[src/rtl/ika87ad_microcode_sequencer_pkg.sv]
// Shared mnemonics for the IKA87AD microcode path: bus-cycle codes,
// microword field positions, sequencer states and the fixed parking
// addresses used by the micro-program sequencer.
package ika87ad_microcode_sequencer_pkg;

    // Bus-cycle request carried in the low two bits of every microword.
    typedef enum logic [1:0] {
        BUS_IDLE = 2'b00,
        BUS_RD3  = 2'b01,
        BUS_WR3  = 2'b10,
        BUS_RD4  = 2'b11
    } buscycle_e;

    // Microword layout: [17:16] type, [15] flag, [14] skip,
    // [13:2] type payload, [1:0] bus cycle.
    localparam int MC_FLAG_BIT = 15;
    localparam int MC_SKIP_BIT = 14;
    localparam int MC_BUS_HI   = 1;
    localparam int MC_BUS_LO   = 0;

    // Decode-wait parking address and the reset entry (a plain RD4 word).
    localparam logic [7:0] IRD_ADDR_DEF = 8'hFE;
    localparam logic [7:0] NOP_ADDR_DEF = 8'hFF;

    // One microstep is ISSUE -> LATCH -> WAIT; DECODE sits between instructions.
    typedef enum logic [1:0] {
        S_ISSUE  = 2'd0,
        S_LATCH  = 2'd1,
        S_WAIT   = 2'd2,
        S_DECODE = 2'd3
    } seq_state_e;

endpackage

[src/rtl/ika87ad_microcode_sequencer.sv]
// Micro-program sequencer: walks the micro-PC through the microcode ROM one
// bus cycle per microstep, latches each word for the datapath and bus unit,
// and applies the PSW skip condition by turning the first SKIP-marked step
// of a skipped instruction into a suppressed terminal RD4.
module ika87ad_microcode_sequencer
    import ika87ad_microcode_sequencer_pkg::*;
#(
    parameter int                   MC_WIDTH = 18,
    parameter int                   MA_WIDTH = 8,
    parameter logic [MA_WIDTH-1:0]  IRD_ADDR = IRD_ADDR_DEF,
    parameter logic [MA_WIDTH-1:0]  NOP_ADDR = NOP_ADDR_DEF
) (
    input  logic                 i_CLK,
    input  logic                 i_RST_n,
    input  logic                 i_CYCLE_END,
    input  logic                 i_DECODE_VALID,
    input  logic [MA_WIDTH-1:0]  i_DECODE_ADDR,
    input  logic                 i_SKIP_FLAG,
    input  logic [MC_WIDTH-1:0]  i_MCROM_DATA,
    output logic                 o_MCROM_READ_TICK,
    output logic [MA_WIDTH-1:0]  o_MCROM_ADDR,
    output logic [MC_WIDTH-1:0]  o_MC_WORD,
    output logic                 o_MC_VALID,
    output logic [1:0]           o_BUSCYCLE,
    output logic                 o_FLAG_EN,
    output logic                 o_SUPPRESS,
    output logic                 o_INSTR_END,
    output logic                 o_SKIP_CLR,
    output logic                 o_DECODE_ACK
);

    seq_state_e           state_q, state_d;
    logic [MA_WIDTH-1:0]  upc_q, upc_d;
    logic [MC_WIDTH-1:0]  word_q, word_d;
    logic                 skip_active_q, skip_active_d;
    logic                 suppress_q, suppress_d;
    logic                 mc_valid_q, mc_valid_d;
    logic                 instr_end_q, instr_end_d;
    logic                 skip_clr_q, skip_clr_d;
    logic                 decode_ack_q, decode_ack_d;

    logic                 step_is_rd4;
    logic                 skip_hit;

    // The held word's bus field decides whether this step ends the instruction.
    assign step_is_rd4 = (word_q[MC_BUS_HI:MC_BUS_LO] == BUS_RD4);
    // A SKIP-marked word arriving while the instruction is being skipped.
    assign skip_hit    = skip_active_q && i_MCROM_DATA[MC_SKIP_BIT];

    // State, micro-PC, latched word and strobe registers.
    // NOTE: sequential state uses non-blocking assignments only, so every
    // register samples the values computed before this edge.
    always_ff @(posedge i_CLK or negedge i_RST_n) begin
        if (!i_RST_n) begin
            state_q       <= S_ISSUE;
            upc_q         <= NOP_ADDR;
            word_q        <= '0;
            skip_active_q <= 1'b0;
            suppress_q    <= 1'b0;
            mc_valid_q    <= 1'b0;
            instr_end_q   <= 1'b0;
            skip_clr_q    <= 1'b0;
            decode_ack_q  <= 1'b0;
        end else begin
            state_q       <= state_d;
            upc_q         <= upc_d;
            word_q        <= word_d;
            skip_active_q <= skip_active_d;
            suppress_q    <= suppress_d;
            mc_valid_q    <= mc_valid_d;
            instr_end_q   <= instr_end_d;
            skip_clr_q    <= skip_clr_d;
            decode_ack_q  <= decode_ack_d;
        end
    end

    // Next-state: fixed ISSUE/LATCH hop, then wait for the bus unit or decoder.
    always_comb begin
        state_d = state_q;
        unique case (state_q)
            S_ISSUE:  state_d = S_LATCH;
            S_LATCH:  state_d = S_WAIT;
            S_WAIT: begin
                if (i_CYCLE_END) begin
                    state_d = step_is_rd4 ? S_DECODE : S_ISSUE;
                end
            end
            S_DECODE: begin
                if (i_DECODE_VALID) begin
                    state_d = S_ISSUE;
                end
            end
            default:  state_d = S_ISSUE;
        endcase
    end

    // Next values for micro-PC, microword, skip/suppress latches and strobes.
    // NOTE: every target gets a default before the case so no latch is inferred.
    always_comb begin
        upc_d         = upc_q;
        word_d        = word_q;
        skip_active_d = skip_active_q;
        suppress_d    = suppress_q;
        mc_valid_d    = 1'b0;
        instr_end_d   = 1'b0;
        skip_clr_d    = 1'b0;
        decode_ack_d  = 1'b0;
        unique case (state_q)
            S_ISSUE: begin
            end
            S_LATCH: begin
                word_d     = i_MCROM_DATA;
                mc_valid_d = 1'b1;
                if (skip_hit) begin
                    // The skipped step becomes the opcode fetch that ends the instruction.
                    word_d[MC_BUS_HI:MC_BUS_LO] = BUS_RD4;
                    suppress_d                  = 1'b1;
                end
            end
            S_WAIT: begin
                if (i_CYCLE_END) begin
                    if (step_is_rd4) begin
                        instr_end_d   = 1'b1;
                        upc_d         = IRD_ADDR;
                        suppress_d    = 1'b0;
                        skip_active_d = 1'b0;
                    end else begin
                        // Plain binary increment: FFh wraps to 00h.
                        upc_d = upc_q + MA_WIDTH'(1);
                    end
                end
            end
            S_DECODE: begin
                if (i_DECODE_VALID) begin
                    upc_d         = i_DECODE_ADDR;
                    skip_active_d = i_SKIP_FLAG;
                    decode_ack_d  = 1'b1;
                    skip_clr_d    = i_SKIP_FLAG;
                end
            end
            default: begin
            end
        endcase
    end

    // Outputs: ROM interface from the state, everything else from the latched word.
    always_comb begin
        o_MCROM_READ_TICK = (state_q == S_ISSUE);
        o_MCROM_ADDR      = upc_q;
        o_MC_WORD         = word_q;
        o_MC_VALID        = mc_valid_q;
        o_BUSCYCLE        = (state_q == S_DECODE) ? BUS_IDLE : word_q[MC_BUS_HI:MC_BUS_LO];
        o_FLAG_EN         = word_q[MC_FLAG_BIT] & ~suppress_q;
        o_SUPPRESS        = suppress_q;
        o_INSTR_END       = instr_end_q;
        o_SKIP_CLR        = skip_clr_q;
        o_DECODE_ACK      = decode_ack_q;
    end

endmodule

[config.mk]
export PLATFORM = sky130hd
export DESIGN_NAME = ika87ad_microcode_sequencer
export DESIGN_NICKNAME = d
export VERILOG_FILES = /design/src/rtl/ika87ad_microcode_sequencer_pkg.sv /design/src/rtl/ika87ad_microcode_sequencer.sv
export SDC_FILE = /design/constraint.sdc
export NUM_CORES = 1
export LEC_CHECK = 0
export CELL_PAD_IN_SITES_DETAIL_PLACEMENT = 0
export CELL_PAD_IN_SITES_GLOBAL_PLACEMENT = 1
export CORE_MARGIN = 4
export CORE_UTILIZATION = 32
export DETAILED_ROUTE_END_ITERATION = 10
export PLACE_DENSITY_LB_ADDON = 0.1
export SETUP_SLACK_MARGIN = 0.02
export SLEW_MARGIN = 40
export SYNTH_ARGS = -nofsm -noshare
export SYNTH_HDL_FRONTEND = slang
export SYNTH_SLANG_ARGS = --single-unit
[constraint.sdc]
create_clock -name i_CLK -period 2.2 [get_ports i_CLK]
set_input_delay 0.44 -clock i_CLK [delete_from_list [all_inputs] [get_ports i_CLK]]
set_output_delay 0.44 -clock i_CLK [all_outputs]
set_load 0.03 [all_outputs]
==> results of run 1 <==
==> power groups by stage <==
| stage | sequential (W) | combinational [W] | clock, W |
|---|---|---|---|
| after floorplan | 0.00168 | 0.000799 | 0 |
| after global placement | 0.00120 | 0.00212 | 0 |
| after detailed placement | 0.00122 | 0.00214 | 0 |
| after CTS | 0.00121 | 0.00212 | 0.000489 |
| after global routing | 0.00125 | 0.00226 | 0.000518 |
| final | 0.00120 | 0.00210 | 0.000468 |
==> area by class of cell <==
cell class,count,area [um^2],area share
Clock inverter,1,5.005,0.002193
Inverter,4,15.01,0.006579
Clock buffer,7,86.33,0.03783
Tap cell,52,65.06,0.02851
Sequential cell,34,860.8,0.3772
Multi-Input combinational cell,118,581.8,0.2549
Timing Repair Buffer,68,668.1,0.2928
==> routing by layer <==
| metal | vias up | part of all wire | track usage |
|---|---|---|---|
| met1 | 647 | 0.42 | 0.1510 |
| met5 | - | 0 | 0 |
| li1 | 680 | - | - |
| met2 | 43 | 0.50 | 0.2509 |
| met3 | 5 | 0.069 | 0.05319 |
| met4 | 0 | 0.011 | 0.04196 |
==> cells in the final DEF (no fill, tap or decap), types with 2 or more instances in the layout <==
| master | instances |
|---|---|
| clkbuf_8 | 6 |
| a31oi_1 | 2 |
| nand2b_1 | 3 |
| a21oi_1 | 13 |
| buf_4 | 4 |
| nor2_1 | 3 |
| dlygate4sd2_1 | 2 |
| o32ai_1 | 2 |
| clkdlybuf4s50_1 | 62 |
| nand2_1 | 60 |
| o22a_1 | 2 |
| dfrtp_1 | 26 |
| dfstp_2 | 8 |
| and2_1 | 4 |
| inv_1 | 4 |
| o22ai_1 | 3 |
| nand3_1 | 4 |
| o21ai_0 | 11 |
==> what timing repair did <==
action	CTS	global route
hold buffers	0	0
setup endpoints to repair	2	0
resized for setup	2	0
==> logic make-up after synthesis <==
| family | share of synthesized area |
|---|---|
| compound gates | 0.1482 |
| fa+ha+maj | 0.008416 |
| buf+inv | 0.02946 |
| flops | 0.5791 |
| mux | 0.007575 |
| simple gates | 0.2273 |
==> per-stage QoR <==
stage	area, um^2	power [W]
6_report	2282	0.003766
5_1_grt	2282	0.004033
4_1_cts	2280	0.003821
3_5_place_dp	2191	0.003354
3_3_place_gp	2191	0.003316
2_1_floorplan	1486	0.002475
==> registers in the layout, indices dropped and copies added (netlist names) <==
signal,cells
o_MC_WORD,18
o_MCROM_ADDR,8
state_q,2
o_DECODE_ACK,1
o_INSTR_END,1
o_MC_VALID,1
o_SKIP_CLR,1
o_SUPPRESS,1
skip_active_q,1
==> worst max-delay path, cell delays in order (launching register included) <==
cell and delay [ns]:
dfrtp_1 0.38, buf_4 0.18, nor2_1 0.10, clkdlybuf4s50_1 0.68
==> path summary, 6_finish.rpt <==
kind,startpoint,endpoint,slack (ns),cells past startpoint
setup / recovery,state_q[0],o_MCROM_READ_TICK,0.15,3
hold / removal,i_RST_n,o_MC_WORD[17],0.10,1
setup reg to reg,state_q[0],o_MCROM_ADDR[7],0.58,5
hold reg to reg,o_MC_WORD[13],o_MC_WORD[13],0.47,2
max in group asynchronous,i_RST_n,o_MCROM_ADDR[2],1.75,1
min in group i_CLK,o_MC_WORD[13],o_MC_WORD[13],0.47,2
==> flow_metrics.tcl, run 1 <==
set metrics [dict create \
    synth_area_um2 1486 \
    die-area_um2 5800 \
    fin_crit_sh 0.9339 \
    core_um2 4414 \
    clk_pin_slew_worst_paths_ns 0.07 \
    portBuffers 65 \
    arrival_ns 1.61 \
    p_sw_frac 0.4517 \
    grt_usage 0.1398 \
    numCtsBuffers 5 \
    clockRootBuffer "clkbuf_8" \
    drive_above_1_share 0.09483 \
    synth_edf_count 0 \
    async_reset_ff_frac 1.000 \
    peakVddDrop_uv 599.2 \
    die_x_um 76.16 \
    areaGrowthSynthToFinish_pct 53.54 \
    overflow 0 \
    vias 1375 \
    status "completed" \
    yosys_warnings 0 \
    clock_sinks 34 \
    ys_seq_area_frac 0.5791 \
    nets 263 \
    dpl.cell_count 276 \
    crit_fanout 13 \
    synth_commonest_cells "nand2_1 (60), dfrtp_1 (26), a21oi_1 (13)" \
    max_freq_ghz 0.4867 \
    setup_tns_ns 0 \
    viasPerCell 4.842 \
    power.density_nw_per_um2 1650 \
    rsz0062_at_grt "no" \
    dp_slack_ns 0.2951 \
    switchingPower_w 0.001701 \
    grt_pass1_vias 1447 \
    die-height_um 76.16 \
    fin_hold_ws_ns 0.1039 \
    gp_congestion 0.8111 \
    combPwrFrac 0.556 \
    setup.worst_path.start_class "flip-flop" \
    hold_viol 0 \
    initial_core_util 0.3367 \
    final_util 0.5170 \
    setup_viol 0 \
    cp-end-kind "output pin" \
    ys.flop_type "dfrtp_1" \
    p_leak_nw 1.031 \
    worstSetupPathType "reg2out" \
    synth_area_per_cell_um2 9.119 \
    yosysMostFrequentCell "nand2_1" \
    tightestPinTransition_ns 0.4768 \
    row_count 24 \
    syn_inst 163 \
    synth_nets 195 \
    finalCriticalPeriod_ns 2.055 \
    layout.cells.non_filler 284 \
    antenna_found_initial 0 \
    netlist.top_cell.by_area "dfrtp_1" \
    ios 66 \
    synth.distinct_cells 27 \
    drt_iter0_markers 62 \
    min_path_type "in2async" \
    final.setup.worst_slack_ns 0.1454 \
    clk_latency_ns 0.28 \
    htreeDepth 2 \
    grt_pass1_wl_um 6672 \
    max_cap_violations 0 \
    synth_area_leaders "dfrtp_1 (44%), nand2_1 (15%), dfstp_2 (14%)" \
    antennaDiodeCount 0 \
    slew_headroom 0.6821 \
    dp_hpwl_um 2925 \
    wl_um 3937 \
    drcViolationCount 0 \
    cts_tree "yes" \
    wire_per_inst_um 13.86 \
    power_frac_seq 0.319 \
    fill_cells 412 \
    ant_nets 0 \
    ys_seq_elements 34 \
    critical_path_required_ns 1.76 \
    cts_max_path_buffers 2 \
    cts_setup_buffers 0 \
    synth_top_cell_area_share 0.4377 \
    dr.pass1.iters 4 \
    internal-power_w 0.002065 \
    slew_violations 0 \
    grt_max_degree 35 \
    clockPowerShare 0.124 \
    clock_skew_ns 0.003233 \
]
No activity file was read; power rests on OpenSTA's default activity.
==> inputs of run 2 (changes only) <==
--- a/config.mk
+++ b/config.mk
@@ -10,7 +10,8 @@
 export CORE_MARGIN = 4
 export CORE_UTILIZATION = 32
 export DETAILED_ROUTE_END_ITERATION = 10
-export PLACE_DENSITY_LB_ADDON = 0.1
+export HOLD_SLACK_MARGIN = 0.15
+export PLACE_DENSITY = 0.83
 export SETUP_SLACK_MARGIN = 0.02
 export SLEW_MARGIN = 40
 export SYNTH_ARGS = -nofsm -noshare
==> flow_metrics.tcl, run 2 (synthesized netlist as in run 1, its figures left out) <==
set metrics [dict create \
    worst-r2r-cell-count 5 \
    slew_violations 0 \
    dp_hpwl_um 2764 \
    cts_setup_buffers 0 \
    grt_max_degree 35 \
    grt_usage 0.1374 \
    finalCriticalPeriod_ns 2.061 \
    clk_latency_ns 0.28 \
    antenna_found_initial 0 \
    status "completed" \
    fin_crit_sh 0.9366 \
    path_cells "buf_4 -> nor2_1 -> clkdlybuf4s50_1" \
    numCtsBuffers 5 \
    antennaDiodeCount 0 \
    drt_iter0_markers 55 \
    max_stage_delay_ns 0.68 \
    slew_headroom 0.6708 \
    ios 66 \
    grt_pass1_vias 1386 \
    overflow 0 \
    rsz0062_at_grt "no" \
    min_path_cells 2 \
    setup_tns_ns 0 \
    wire_per_inst_um 13.71 \
    core_um2 4414 \
    gp_congestion 0.8299 \
    max_cap_violations 0 \
    arrival_ns 1.62 \
    row_count 24 \
    wl_um 3906 \
    min_path_type "reg2reg" \
    p_leak_nw 1.050 \
    peakVddDrop_uv 686.9 \
    htreeDepth 2 \
    drcViolationCount 0 \
    layout_common_cells "clkdlybuf4s50_1 (62), nand2_1 (60), dfrtp_1 (25), a21oi_1 (13), o21ai_0 (11)" \
    slowest_stage "clkdlybuf4s50_1" \
    die-height_um 76.16 \
    viasPerCell 4.825 \
    cts_tree "yes" \
    power.density_nw_per_um2 1642 \
    clock_skew_ns 0.002705 \
    nets 264 \
    initial_core_util 0.3367 \
    final_common_cell "clkdlybuf4s50_1" \
    cp-end-kind "output pin" \
    fill_cells 457 \
    setup_viol 0 \
    hold_viol 0 \
    vias 1375 \
    largest_register_ffs 18 \
    crit_fanout 13 \
    critical_path_required_ns 1.76 \
    clockRootBuffer "clkbuf_8" \
    worstSetupPathType "reg2out" \
    die-area_um2 5800 \
    clock_sinks 34 \
    final_util 0.5213 \
    ant_nets 0 \
    die_x_um 76.16 \
    max_freq_ghz 0.4853 \
    portBuffers 65 \
    dr.pass1.iters 4 \
    areaGrowthSynthToFinish_pct 54.80 \
    drive_above_1_share 0.09871 \
    tightestPinTransition_ns 0.4938 \
    clk_pin_slew_worst_paths_ns 0.07 \
    cts_max_path_buffers 2 \
    grt_pass1_wl_um 6582 \
    setup.worst_path.start_class "flip-flop" \
]
run 2: cell count changes in the layout (fill, tap and decap cells not counted), sizes merged:
| cell | before | now |
|---|---|---|
| dlygate4sd3 | 0 | 1 |
| dlygate4sd2 | 2 | 0 |
| dlymetal6s2s | 0 | 2 |
run 2: power by group:
group          total [W]  switching [W]  internal [W]
Clock           0.000467       0.000215      0.000252
Combinational    0.00210        0.00124      0.000864
Sequential       0.00121       0.000246      0.000964
run 2: area by class of cell:
type	count	area, um^2	share of cell area
flip-flops and latches	34	862.1	0.3747
repair buffers	69	685.7	0.2980
multi-input cells	118	581.8	0.2529
clock buffers	7	86.33	0.03752
well taps	52	65.06	0.02828
inverters	4	15.01	0.006525
clock inverters	1	5.005	0.002175
run 2: worst paths after layout:
kind / start / endpoint / slack [ns]
hold reg to reg: o_MC_WORD[9] / o_MC_WORD[9] / 0.47
min in group asynchronous: i_RST_n / o_SUPPRESS / 0.65
hold / removal: o_MC_WORD[9] / o_MC_WORD[9] / 0.47
setup / recovery: state_q[0] / o_MCROM_READ_TICK / 0.14
setup reg to reg: state_q[0] / o_MCROM_ADDR[7] / 0.59
max in group asynchronous: i_RST_n / o_MCROM_ADDR[7] / 1.22
run 2: what timing repair did:
action                                  in CTS  in global routing
pin swaps                                    0                  0
endpoints found under the setup margin       2                  2
hold endpoints to repair                     0                 26
resized for setup                            1                  2
hold buffers                                 0                  1
run 2: routing by layer:
metal	share of wire	global-route usage	vias to the layer above	wire, um
met5	0	0	-	0
met4	0.0049	0.03497	0	19
met3	0.12	0.08156	4	485
met2	0.43	0.2055	56	1689
met1	0.44	0.1682	633	1713
li1	-	-	682	-
run 2: per-stage QoR:
step / hold slack [ns] / cells / worst slack (ns) / cell area (um^2) / power, W
finish: 0.4713 / 285 / 0.1394 / 2301 / 0.003779
global route: 0.5067 / 285 / 0.04915 / 2301 / 0.004081
detailed placement: 0.4613 / 276 / 0.3065 / 2191 / 0.003349
CTS: 0.2629 / 284 / 0.04320 / 2283 / 0.003839
global placement: 0.4561 / 276 / 0.3200 / 2191 / 0.003325
floorplan: 0.1444 / 163 / 0.6629 / 1486 / 0.002475
run 2: worst max-delay path, delay by kind of cell, from the launching register on:
kind,cells,cell delay [ns]
buffers and inverters,2,0.86
flip-flops,1,0.38
AND/OR/NAND/NOR,1,0.11
==> inputs of run 3 (changes only) <==
--- a/config.mk
+++ b/config.mk
@@ -5,6 +5,7 @@
 export SDC_FILE = /design/constraint.sdc
 export NUM_CORES = 1
 export LEC_CHECK = 0
+export CAP_MARGIN = 20
 export CELL_PAD_IN_SITES_DETAIL_PLACEMENT = 0
 export CELL_PAD_IN_SITES_GLOBAL_PLACEMENT = 1
 export CORE_MARGIN = 4
@@ -13,7 +14,7 @@
 export HOLD_SLACK_MARGIN = 0.15
 export PLACE_DENSITY = 0.83
 export SETUP_SLACK_MARGIN = 0.02
-export SLEW_MARGIN = 40
+export SLEW_MARGIN = 20
 export SYNTH_ARGS = -nofsm -noshare
 export SYNTH_HDL_FRONTEND = slang
 export SYNTH_SLANG_ARGS = --single-unit
==> flow_metrics.tcl, run 3 (synthesized netlist as in run 1, its figures left out) <==
set metrics [dict create \
    largest_register_ffs 18 \
    clk_pin_slew_worst_paths_ns 0.07 \
    grt_pass1_vias 1386 \
    die-height_um 76.16 \
    power.total_w 0.003780 \
    r2r_end "o_MCROM_ADDR[7]" \
    fin_crit_sh 0.9373 \
    dr.pass1.iters 4 \
    grt_usage 0.1374 \
    core_um2 4414 \
    die_x_um 76.16 \
    row_count 24 \
    clk_latency_ns 0.28 \
    reg2reg_slack_ns 0.58 \
    cts_max_path_buffers 2 \
    areaGrowthSynthToFinish_pct 53.96 \
    slowest_stage "clkdlybuf4s50_1" \
    gp_congestion 0.8299 \
    clockRootBuffer "clkbuf_8" \
    crit_family "buffers and inverters" \
    dp_hpwl_um 2764 \
    setup_tns_ns 0 \
    nets 263 \
    path_cells "buf_4 -> nor2_1 -> clkdlybuf4s50_1" \
    arrival_ns 1.62 \
    status "completed" \
    grt_pass1_wl_um 6582 \
    cp-end-kind "output pin" \
    drive_above_1_share 0.09914 \
    drt_iter0_markers 49 \
    p_leak_nw 1.045 \
    tightestPinTransition_ns 0.7615 \
    ant_nets 0 \
    worstReg2RegStart "state_q[0]" \
    layout_common_cells "clkdlybuf4s50_1 (62), nand2_1 (60), dfrtp_1 (25), a21oi_1 (13), o21ai_0 (11)" \
    overflow 0 \
    max_stage_delay_ns 0.68 \
    clock_skew_ns 0.002589 \
    max_cap_violations 0 \
    initial_core_util 0.3367 \
    path_buf_inv 2 \
    worstSetupPathType "reg2out" \
    cts_tree "yes" \
    clock_sinks 34 \
    peakVddDrop_uv 688.0 \
    slew_violations 0 \
    worst-r2r-cell-count 5 \
    wire_per_inst_um 13.74 \
    grt_max_degree 35 \
    path_depth 3 \
    antennaDiodeCount 0 \
    die-area_um2 5800 \
    slew_headroom 0.4923 \
    finalCriticalPeriod_ns 2.062 \
    fill_cells 458 \
    max_freq_ghz 0.4849 \
    ios 66 \
    critical_path_required_ns 1.76 \
    crit_fanout 13 \
    vias 1370 \
    wl_um 3903 \
    setup.worst_path.start_class "flip-flop" \
    rsz0062_at_grt "no" \
    drcViolationCount 0 \
    htreeDepth 2 \
    setup_viol 0 \
    numCtsBuffers 5 \
    ctsHoldBuffers 0 \
    final_common_cell "clkdlybuf4s50_1" \
    fin_hold_ws_ns 0.2326 \
    viasPerCell 4.824 \
    portBuffers 65 \
    hold_viol 0 \
    min_path_type "in2async" \
    antenna_found_initial 0 \
    power.density_nw_per_um2 1652 \
]
-- run 3: cell types whose count changed in the layout (fill, tap and decap cells not counted), sizes merged --
| cell | delta |
|---|---|
| dlygate4sd3 | -1 |
-- run 3: final cells by class --
class                   count  area [um^2]  share of cell area
inverters                   4        15.01            0.006561
clock buffers               7        86.33             0.03773
multi-input cells         118        581.8              0.2542
well taps                  52        65.06             0.02843
repair buffers             68        673.1              0.2942
flip-flops and latches     34        862.1              0.3767
clock inverters             1        5.005            0.002187
-- run 3: worst max-delay path by stage --
| stage | endpoint | from |
|---|---|---|
| 2_1_floorplan | o_MCROM_ADDR[7] | o_MC_WORD[0] |
| 3_3_place_gp | o_BUSCYCLE[0] | state_q[1] |
| 3_5_place_dp | o_BUSCYCLE[0] | state_q[1] |
| 4_1_cts | o_BUSCYCLE[0] | state_q[1] |
| 5_1_grt | o_MCROM_READ_TICK | state_q[0] |
| 6_report | o_MCROM_READ_TICK | state_q[0] |
-- run 3: report_power, final --
group | leakage (nW) | total (W) | switching [W] | internal (W)
Clock | 0.0482 | 0.000468 | 0.000215 | 0.000252
Sequential | 0.402 | 0.00121 | 0.000246 | 0.000964
Combinational | 0.595 | 0.00210 | 0.00124 | 0.000862
-- run 3: per-layer routing --
metal | GRT usage | routed length, um | part of all wire
met1 | 0.1682 | 1738 | 0.45
met3 | 0.08156 | 474 | 0.12
met5 | 0 | 0 | 0
met2 | 0.2055 | 1672 | 0.43
met4 | 0.03497 | 19 | 0.0049
-- run 3: per-stage QoR --
step	std cells	cell area [um^2]	setup slack, ns	utilization
2_1_floorplan	163	1486	0.6629	-
3_3_place_gp	276	2191	0.3200	0.4963
3_5_place_dp	276	2191	0.3065	0.4963
4_1_cts	284	2283	0.04320	0.5173
5_1_grt	284	2288	0.04915	0.5184
6_report	284	2288	0.1379	0.5184
-- run 3: timing repair --
| item | CTS | global route |
|---|---|---|
| gates resized for setup | 1 | 2 |
| cloned | 0 | 0 |
| buffers inserted | 0 | 0 |
| pin swaps | 0 | 0 |
| endpoints found under the setup margin | 2 | 2 |
